File: src/rtl/four_12_12_st1_mem_reader_pkg.sv
// Shared types for the st1 data-memory reader: memory request struct, reader FSM
// states and the fixed geometry of the 32x512 data memory.
package four_12_12_st1_mem_reader_pkg;

    localparam int DW    = 32;
    localparam int AW    = 9;
    localparam int DEPTH = 2;

    localparam logic [AW:0] CNT_ONE = 1;

    typedef struct packed {
        logic [AW-1:0] addr;
        logic          rd_en;
        logic          wr_en;
    } data_int_32_9;

    typedef enum logic [1:0] {
        ST_IDLE  = 2'd0,
        ST_RUN   = 2'd1,
        ST_DRAIN = 2'd2
    } rd_state_e;

    // Word address after a<n>; the 512-entry memory wraps 511 -> 0.
    function automatic logic [AW-1:0] next_addr(input logic [AW-1:0] a);
        return a + {{(AW-1){1'b0}}, 1'b1};
    endfunction

endpackage

File: src/rtl/four_12_12_st1_mem_reader_if.sv
// Valid/ready word stream with a last flag; the reader is the master side.
interface four_12_12_st1_mem_reader_if;
    import four_12_12_st1_mem_reader_pkg::*;

    logic          out_valid;
    logic          out_ready;
    logic [DW-1:0] out_data;
    logic          out_last;

    modport master (output out_valid, output out_data, output out_last, input out_ready);
    modport slave  (input out_valid, input out_data, input out_last, output out_ready);

endinterface

File: src/rtl/four_12_12_st1_mem_reader_skid.sv
// Two-entry FIFO of {data, last}; absorbs the read in flight when the sink stalls.
module four_12_12_st1_mem_reader_skid
    import four_12_12_st1_mem_reader_pkg::*;
(
    input  logic          clk,
    input  logic          reset,
    input  logic          push,
    input  logic [DW-1:0] push_data,
    input  logic          push_last,
    input  logic          pop,
    output logic [DW-1:0] head_data,
    output logic          head_last,
    output logic [1:0]    count
);

    logic [DW-1:0] data_q [DEPTH];
    logic          last_q [DEPTH];
    logic          wr_ptr;
    logic          rd_ptr;

    always_ff @(posedge clk or negedge reset) begin
        if (!reset) begin
            for (int i = 0; i < DEPTH; i++) begin
                data_q[i] <= '0;
                last_q[i] <= 1'b0;
            end
            wr_ptr <= 1'b0;
            rd_ptr <= 1'b0;
            count  <= 2'd0;
        end else begin
            if (push) begin
                data_q[wr_ptr] <= push_data;
                last_q[wr_ptr] <= push_last;
                wr_ptr         <= ~wr_ptr;
            end
            if (pop) begin
                rd_ptr <= ~rd_ptr;
            end
            case ({push, pop})
                2'b10:   count <= count + 2'd1;
                2'b01:   count <= count - 2'd1;
                default: count <= count;
            endcase
        end
    end

    assign head_data = data_q[rd_ptr];
    assign head_last = last_q[rd_ptr];

endmodule

File: src/rtl/four_12_12_st1_mem_reader.sv
// Block reader for the st1 data memory: issues consecutive reads from base_addr and
// streams the returned words out with backpressure, a last flag and a done pulse.
module four_12_12_st1_mem_reader
    import four_12_12_st1_mem_reader_pkg::*;
(
    input  logic                              clk,
    input  logic                              reset,
    input  logic                              start,
    input  logic [AW-1:0]                     base_addr,
    input  logic [AW:0]                       length,
    output logic                              busy,
    output logic                              done,
    output data_int_32_9                      data_int,
    input  logic [DW-1:0]                     data_int_rd_data,
    four_12_12_st1_mem_reader_if.master       st
);

    rd_state_e     state;
    logic [AW-1:0] cur_addr;
    logic [AW:0]   len_q;
    logic [AW:0]   issue_cnt;
    logic [AW:0]   acc_cnt;

    logic          vld_p0;
    logic          last_p0;
    logic          vld_p1;
    logic          last_p1;

    logic [1:0]    buf_count;
    logic          pop;
    logic [2:0]    occ;
    logic          last_beat;

    assign pop = st.out_valid & st.out_ready;

    // Buffer occupancy after this edge, counting the word now on rd_data; a new
    // read is only issued if its data is guaranteed a slot next cycle.
    assign occ     = {1'b0, buf_count} + {2'b00, vld_p1} - {2'b00, pop};
    assign vld_p0  = (state == ST_RUN) && (occ < 3'(DEPTH));
    assign last_p0 = (issue_cnt == len_q - CNT_ONE);

    assign last_beat = pop && (acc_cnt == len_q - CNT_ONE);

    // Stage p0: request to memory.
    always_comb begin
        data_int       = '0;
        data_int.rd_en = vld_p0;
        if (vld_p0) begin
            data_int.addr = cur_addr;
        end
    end

    always_ff @(posedge clk or negedge reset) begin
        if (!reset) begin
            state     <= ST_IDLE;
            cur_addr  <= '0;
            len_q     <= '0;
            issue_cnt <= '0;
            acc_cnt   <= '0;
            busy      <= 1'b0;
            done      <= 1'b0;
            vld_p1    <= 1'b0;
            last_p1   <= 1'b0;
        end else begin
            done    <= 1'b0;
            vld_p1  <= vld_p0;
            last_p1 <= vld_p0 & last_p0;
            if (pop) begin
                acc_cnt <= acc_cnt + CNT_ONE;
            end
            case (state)
                ST_IDLE: begin
                    if (start && !busy) begin
                        busy <= 1'b1;
                        if (length != '0) begin
                            state     <= ST_RUN;
                            cur_addr  <= base_addr;
                            len_q     <= length;
                            issue_cnt <= '0;
                            acc_cnt   <= '0;
                        end else begin
                            done <= 1'b1;
                        end
                    end else if (done) begin
                        busy <= 1'b0;
                    end
                end
                ST_RUN: begin
                    if (vld_p0) begin
                        cur_addr  <= next_addr(cur_addr);
                        issue_cnt <= issue_cnt + CNT_ONE;
                        if (last_p0) begin
                            state <= ST_DRAIN;
                        end
                    end
                end
                ST_DRAIN: begin
                    if (last_beat) begin
                        state <= ST_IDLE;
                        done  <= 1'b1;
                    end
                end
                default: state <= ST_IDLE;
            endcase
        end
    end

    // Stage p1: read data returns and is pushed with its last tag.
    four_12_12_st1_mem_reader_skid u_skid (
        .clk       (clk),
        .reset     (reset),
        .push      (vld_p1),
        .push_data (data_int_rd_data),
        .push_last (last_p1),
        .pop       (pop),
        .head_data (st.out_data),
        .head_last (st.out_last),
        .count     (buf_count)
    );

    assign st.out_valid = (buf_count != 2'd0);

endmodule

File: src/flat_wrapper.sv
// flat-port wrapper written by rule: the top's interface ports become plain ports
module four_12_12_st1_mem_reader_flat import four_12_12_st1_mem_reader_pkg::*;
  (clk, reset, start, base_addr, length, busy, done, data_int, data_int_rd_data, st_out_valid, st_out_data, st_out_last, st_out_ready);
  four_12_12_st1_mem_reader_if st_i ();
  input  logic clk;
  input  logic reset;
  input  logic start;
  input  logic [AW-1:0] base_addr;
  input  logic [AW:0] length;
  output logic busy;
  output logic done;
  output data_int_32_9 data_int;
  input  logic [DW-1:0] data_int_rd_data;
  output wire logic [$bits(st_i.out_valid)-1:0] st_out_valid;
  output wire logic [$bits(st_i.out_data)-1:0] st_out_data;
  output wire logic [$bits(st_i.out_last)-1:0] st_out_last;
  input wire logic [$bits(st_i.out_ready)-1:0] st_out_ready;
  assign st_out_valid = st_i.out_valid;
  assign st_out_data = st_i.out_data;
  assign st_out_last = st_i.out_last;
  assign st_i.out_ready = st_out_ready;
  four_12_12_st1_mem_reader u_core (.clk(clk), .reset(reset), .start(start), .base_addr(base_addr), .length(length), .busy(busy), .done(done), .data_int(data_int), .data_int_rd_data(data_int_rd_data), .st(st_i));
endmodule
File: config.mk
export PLATFORM = sky130hd
export DESIGN_NAME = four_12_12_st1_mem_reader_flat
export DESIGN_NICKNAME = d
export VERILOG_FILES = /design/src/rtl/four_12_12_st1_mem_reader_pkg.sv /design/src/rtl/four_12_12_st1_mem_reader_if.sv /design/src/rtl/four_12_12_st1_mem_reader_skid.sv /design/src/rtl/four_12_12_st1_mem_reader.sv /design/src/flat_wrapper.sv
export SDC_FILE = /design/constraint.sdc
export NUM_CORES = 1
export LEC_CHECK = 0
export ABC_AREA = 1
export CAP_MARGIN = 5
export CORE_UTILIZATION = 53
export CTS_CLUSTER_DIAMETER = 80
export DETAILED_ROUTE_END_ITERATION = 6
export GPL_TIMING_DRIVEN = 1
export PLACE_DENSITY = 0.79
export SLEW_MARGIN = 20
export SYNTH_ARGS = -nofsm -noshare
export SYNTH_HDL_FRONTEND = slang
export SYNTH_SLANG_ARGS = --single-unit
File: constraint.sdc
create_clock -name clk -period 3.8 [get_ports clk]
set_input_delay 0.57 -clock clk [delete_from_list [all_inputs] [get_ports clk]]
set_output_delay 0.57 -clock clk [all_outputs]
set_load 0.05 [all_outputs]
[Word level (Yosys, flattened, before mapping)]
Index checks and enable logic that the tools add are counted.
Word-level totals
  flip-flop bits (word level): 115
  input bits: 55
  output and inout port bits: 47
  logic and storage cells: 98
Operators by class
  $add $sub $neg: 8
  $lt $le $gt $ge: 4
  eq/ne operators: 11
  multiplexer cells: 38
  bitwise gates (word level): 6
  reductions and logical operators: 15
Operator list (number)
  two-way mux 32 bit: 4
  two-way mux 10 bit: 7
  bitwise mux 64 bit: 1
  two-way mux 9 bit: 4
  demux 32 bit (select 1 bit): 1
  adder 10 x 1 -> 10 bit (second input constant): 2
  == test 10 bit: 2
  one-hot mux 10 bit (2 select lines): 1
  one-hot mux 9 bit (2 select lines): 1
  two-way mux 2 bit: 5
  inequality test 2 x 1 -> 1 bit (second input constant): 5
  nonzero test 10 bit: 1
  subtractor 10 x 1 -> 10 bit (second input constant): 1
  adder 9 x 1 -> 9 bit (second input constant): 1
  two-way mux 1 bit: 9
  nonzero test 2 bit: 4
  one-hot mux 2 bit (3 select lines): 1
  AND reduction 5 bit: 1
  == test 2 x 1 -> 1 bit (second input constant): 2
  == test 2 bit (second input constant): 2
  >= comparator 2 bit (second input constant): 2
  logical AND 1 bit: 4
  inverter 1 -> 2 bit: 2
  one-hot mux 2 bit (2 select lines): 1
  other kinds (16): 18

[Logic depth before layout (Yosys ltp)]
  depth after elaboration: 7
  mapped depth: 14
  mapped depth without buffers: 14

[By module]
A second synthesis with hierarchy kept.
Unflattened totals
  cells, all modules: 813
  area, all modules: 6118.4 µm²
By module, submodules not included
  four_12_12_st1_mem_reader_skid: times used 1, cells each 373, area an instance 3098.0 µm²
  four_12_12_st1_mem_reader: times used 1, cells each 440, area an instance 3020.4 µm²

[Least setup slack after synthesis]
No wires, ideal clock.
  path kind: input to output
  start point: input port st_out_ready
  end point: output port data_int[10] (netlist bit)
  data arrival time: 2914 ps
  required time: 3230 ps
  path slack: 316 ps
  stages: 10
  path buffers: 0
  cell sequence: inv_1 > nor2_4 > ha_1 > nor2_1 > fa_1 > a21oi_1 > o21ai_1 > nor2_4 > clkinv_1 > nor2_1
RTL lines
  start, declared: RTL line flat_wrapper.sv:17  | input wire logic [$bits(st_i.out_ready)-1:0] st_out_ready;
  end, declared: RTL line flat_wrapper.sv:12  | output data_int_32_9 data_int;

==> impl_summary.txt <==
----------------------------------------------------
[Clock tree]
  TritonCTS clock tree ... yes
  CTS buffer count ... 17
  Clock Path Buffers ... 2
  Depth of the CTS H-tree ... 4
  Post-CTS Repair Setup Buffers ... 0
  Number of clock sinks seen by CTS ... roughly 120
  Reg clk slew, reported paths ... around 0.060 ns
  Total of hold buffers inserted after clock tree synthesis ... 0
  CTS root buffer ... clkbuf_8
  Clock Latency Late Sink ... ~0.53 ns

[Routing]
  DRT iter0 DRCs ... between 500 and 600
  Number of design rule violations left after detail routing ... 0
  Drt first pass iters ... 5
  Overall routed net length ... ~15,000 um
  ANT nets after route ... 0
  Via total after detailed routing ... ~5,700
  Via density per instance ... 5.34
  Average wire length per cell after detail routing ... roughly 14 um

[Global route]
  Number of antenna violations at the first check in global routing ... 0
  Tot GR Track Use ... between 20% and 30%
  Largest net degree at the start of global routing ... 82
  Via count of the first global-routing pass ... around 5,500
  Wire length of the first global-routing pass ... 25,500 um
  Overflow left after global routing ... 0

[Logic synthesis]
  Count of synthesis-stage warnings from yosys ... 0
  Adder-cell share of the synthesized area ... roughly 1.6%
  Number of synthesized register bits ... between 100 and 150
  Combined area of all synthesized cells ... 0.00597 mm2
  Simple-Gate Fraction of Synth Area ... between 20% and 30%
  Post-synthesis compound-gate area fraction ... ~11%
  Post-synthesis instance total ... a little over 800
  Register area share after synthesis ... approximately half
  Total nets after synthesis ... between 800 and 900
  Average footprint of a synthesized cell ... between 7 and 8 um2
  Count of unique library cells instantiated by Yosys ... 31
  Fraction of synthesized cell area in xor and xnor cells ... 1.17%
  Proportion of synthesized area in mux cells ... 0%
  Main combinational cell family by area after synthesis ... simple AND/OR/NAND/NOR gates

[Layout]
  Final #Nets ... just under 1,000
  Final design instance area without fill ... ~0.0078 mm2
  Share of final-layout standard cells stronger than drive strength 1 ... ~8.5%
  Leading cell types in the layout, fill and taps excluded ... 280 x nand2_1, 115 x dfrtp_1, 97 x o21ai_0, 93 x inv_1, 89 x clkdlybuf4s50_1
  Antenna cells ... 0
  Area overhead of the layout relative to synthesis ... 30.9%
  Most frequent standard cell in the layout excluding fill and tap cells ... nand2_1
  Share of the core filled with cells in the final layout ... 71.8%

[Critical path]
  Crit path launch type ... flop
  Worst-case reg-to-reg path depth ... 13
  Startpoint of the lowest-slack register-to-register path ... u_core.u_skid.count[1]
  Data required, critical path ... around 3.2 ns
  Launching instance or port of the critical path ... u_core.u_skid.count[1]
  Dominant delay contributor by cell family on the critical path ... adder cells
  Cell type of the slowest stage on the worst timing path ... fa_1
  Crit path DAT ... ~3.0 ns
  Critical path fanouts, max ... 10
  Ordered list of cells on the worst path ... nor2_2, nor2_4, ha_1, nor2_1, fa_1, a21oi_1, o21ai_1, nor2_4, inv_4, nor2_2, buf_12
  Classification of the worst setup path ... reg2out
  Longest individual stage delay on the worst path ... between 0.4 and 0.5 ns
  Crit path buf inv count ... 2
  Register-to-Register Setup Slack ... around 0.64 ns
  Type of destination of the critical path ... primary output
  RR Endpoint ... u_core.cur_addr[2]

[Run status]
  Run status ... finished, final reports clean

[Floorplan]
  Die area ... around 0.012 mm2
  Core region area ... 0.0109 mm2
  Die Ht ... 108 um
  Width of the die ... approximately 110 um
  Number of rows in the core area ... 38
  Num ports ... a little over 100
  Initial core utilization ... ~55%

[Timing]
  Final-report max-slew violation count ... 0
  Actual slew at the worst max-slew pin ... 0.733 ns
  Share of the clock period used by the worst path after layout ... just over 90%
  Final Hold Fails ... 0
  Setup skew after layout ... 0.0120 ns
  Worst rel slew slack ... approximately half
  Final min period ... between 3 and 4 ns
  Highest achievable clock rate ... between 200 and 300 MHz
  Unrepaired setup endpoints after global routing ... false
  Total setup violations reported at the end of the flow ... 0
  Total Neg Setup Slack ... 0 ns

[Pwr]
  Total power per unit cell area ... about 630 mW/mm2
  Post-layout power ... around 0.0049 W
  Maximum vdd ir drop ... 0.427 mV
  Static Leak ... about 4.0 nW

[Hold path]
  Worst hold-check path type ... in2async

[Place]
  RePlAce Congestion ... 0.944
  Count of input and output buffers ... 100
  Placed wire-length estimate ... 10,400 um
  Cell area reported after detailed placement ... 0.00718 mm2

[Flow run]
  Number of max-cap violations ... 0

----------------------------------------------------
[metal layers]
layer / up-vias / routed length [um] / track usage (%)
met5: - / 0 / 0
met4: 0 / 229 / 9.30
met3: 20 / 1010 / 6.33
met2: 214 / 7500 / 47.1
met1: 2686 / 6330 / 35.6
li1: 2761 / - / -
[worst max path at each step]
stage / to / slack, ns / cells after the start
after global routing: data_int[9] / 0.08 / 11
after global placement: data_int[2] / 0.17 / 12
after detailed placement: data_int[6] / 0.03 / 12
after floorplan: data_int[10] / 0.32 / 10
final: data_int[9] / 0.25 / 11
after CTS: data_int[4] / 0.06 / 11
[repair_timing]
item                                    CTS  global route
endpoints found under the hold margin     0             0
gates resized for setup                   6             6
endpoints found under the setup margin    9             9
[registers in the layout, summed over array words and instances, names as in the netlist]
register / cells
u_core.u_skid.rd_ptr: 1
u_core.vld_p1: 1
u_core.u_skid.count: 2
u_core.state: 2
u_core.u_skid.wr_ptr: 1
u_core.len_q: 10
u_core.last_p1: 1
u_core.cur_addr: 9
u_core.busy: 1
u_core.u_skid.last_q: 2
u_core.u_skid.data_q: 64
u_core.done: 1
u_core.issue_cnt: 10
u_core.acc_cnt: 10
[synth_stat cells, drive strengths merged]
master / instances / share of area, %
nor3b: 1 / 0.13
nand3: 53 / 4.4
ha: 6 / 1.3
nand3b: 1 / 0.13
o22ai: 3 / 0.31
inv: 98 / 6.2
a211oi: 1 / 0.13
xor2: 6 / 0.88
nand4: 7 / 0.73
dfrtp: 115 / 48
clkbuf: 23 / 1.4
fa: 1 / 0.34
or2: 2 / 0.21
buf: 7 / 0.67
xnor2: 2 / 0.29
clkinv: 2 / 0.13
o21ai: 98 / 8.2
conb: 1 / 0.063
and2: 1 / 0.10
a31oi: 4 / 0.42
nor2: 74 / 5.5
nor3: 8 / 0.86
nand2: 280 / 18
a22oi: 1 / 0.13
a21oi: 19 / 1.6
[through the flow]
step           setup WS, ns  hold WS [ns]  cells
2_1_floorplan         0.316         0.274    814
3_3_place_gp          0.169         0.467   1032
4_1_cts              0.0578         0.254   1064
6_report              0.246        0.0880   1064
5_1_grt              0.0806         0.143   1064
3_5_place_dp         0.0289         0.473   1032
[power by group]
part	leakage (nW)	switching [W]	internal, W
combinational	2.51	0.00125	0.000610
clock	0.284	0.000589	0.00102
sequential	1.17	0.000127	0.00132
total	3.97	0.00196	0.00295
[final cells by class]
cell class,instances,area [um2]
Fill cell,845,3070
Sequential cell,115,2880
Multi-Input combinational cell,569,2620
Timing Repair Buffer,108,1160
Clock buffer,18,428
Inverter,100,378
Clock inverter,14,178
Tap cell,140,175
[kinds of logic after synthesis]
kind of cell / after synthesis
and+or+nand+nor: 427
buffers and inverters: 130
AOI/OAI and AO/OA: 126
DFF: 115
xor gates and xnor gates: 8
adders and majority gates: 7
other: 1
Note: power is estimated with default switching activity, not from simulation.
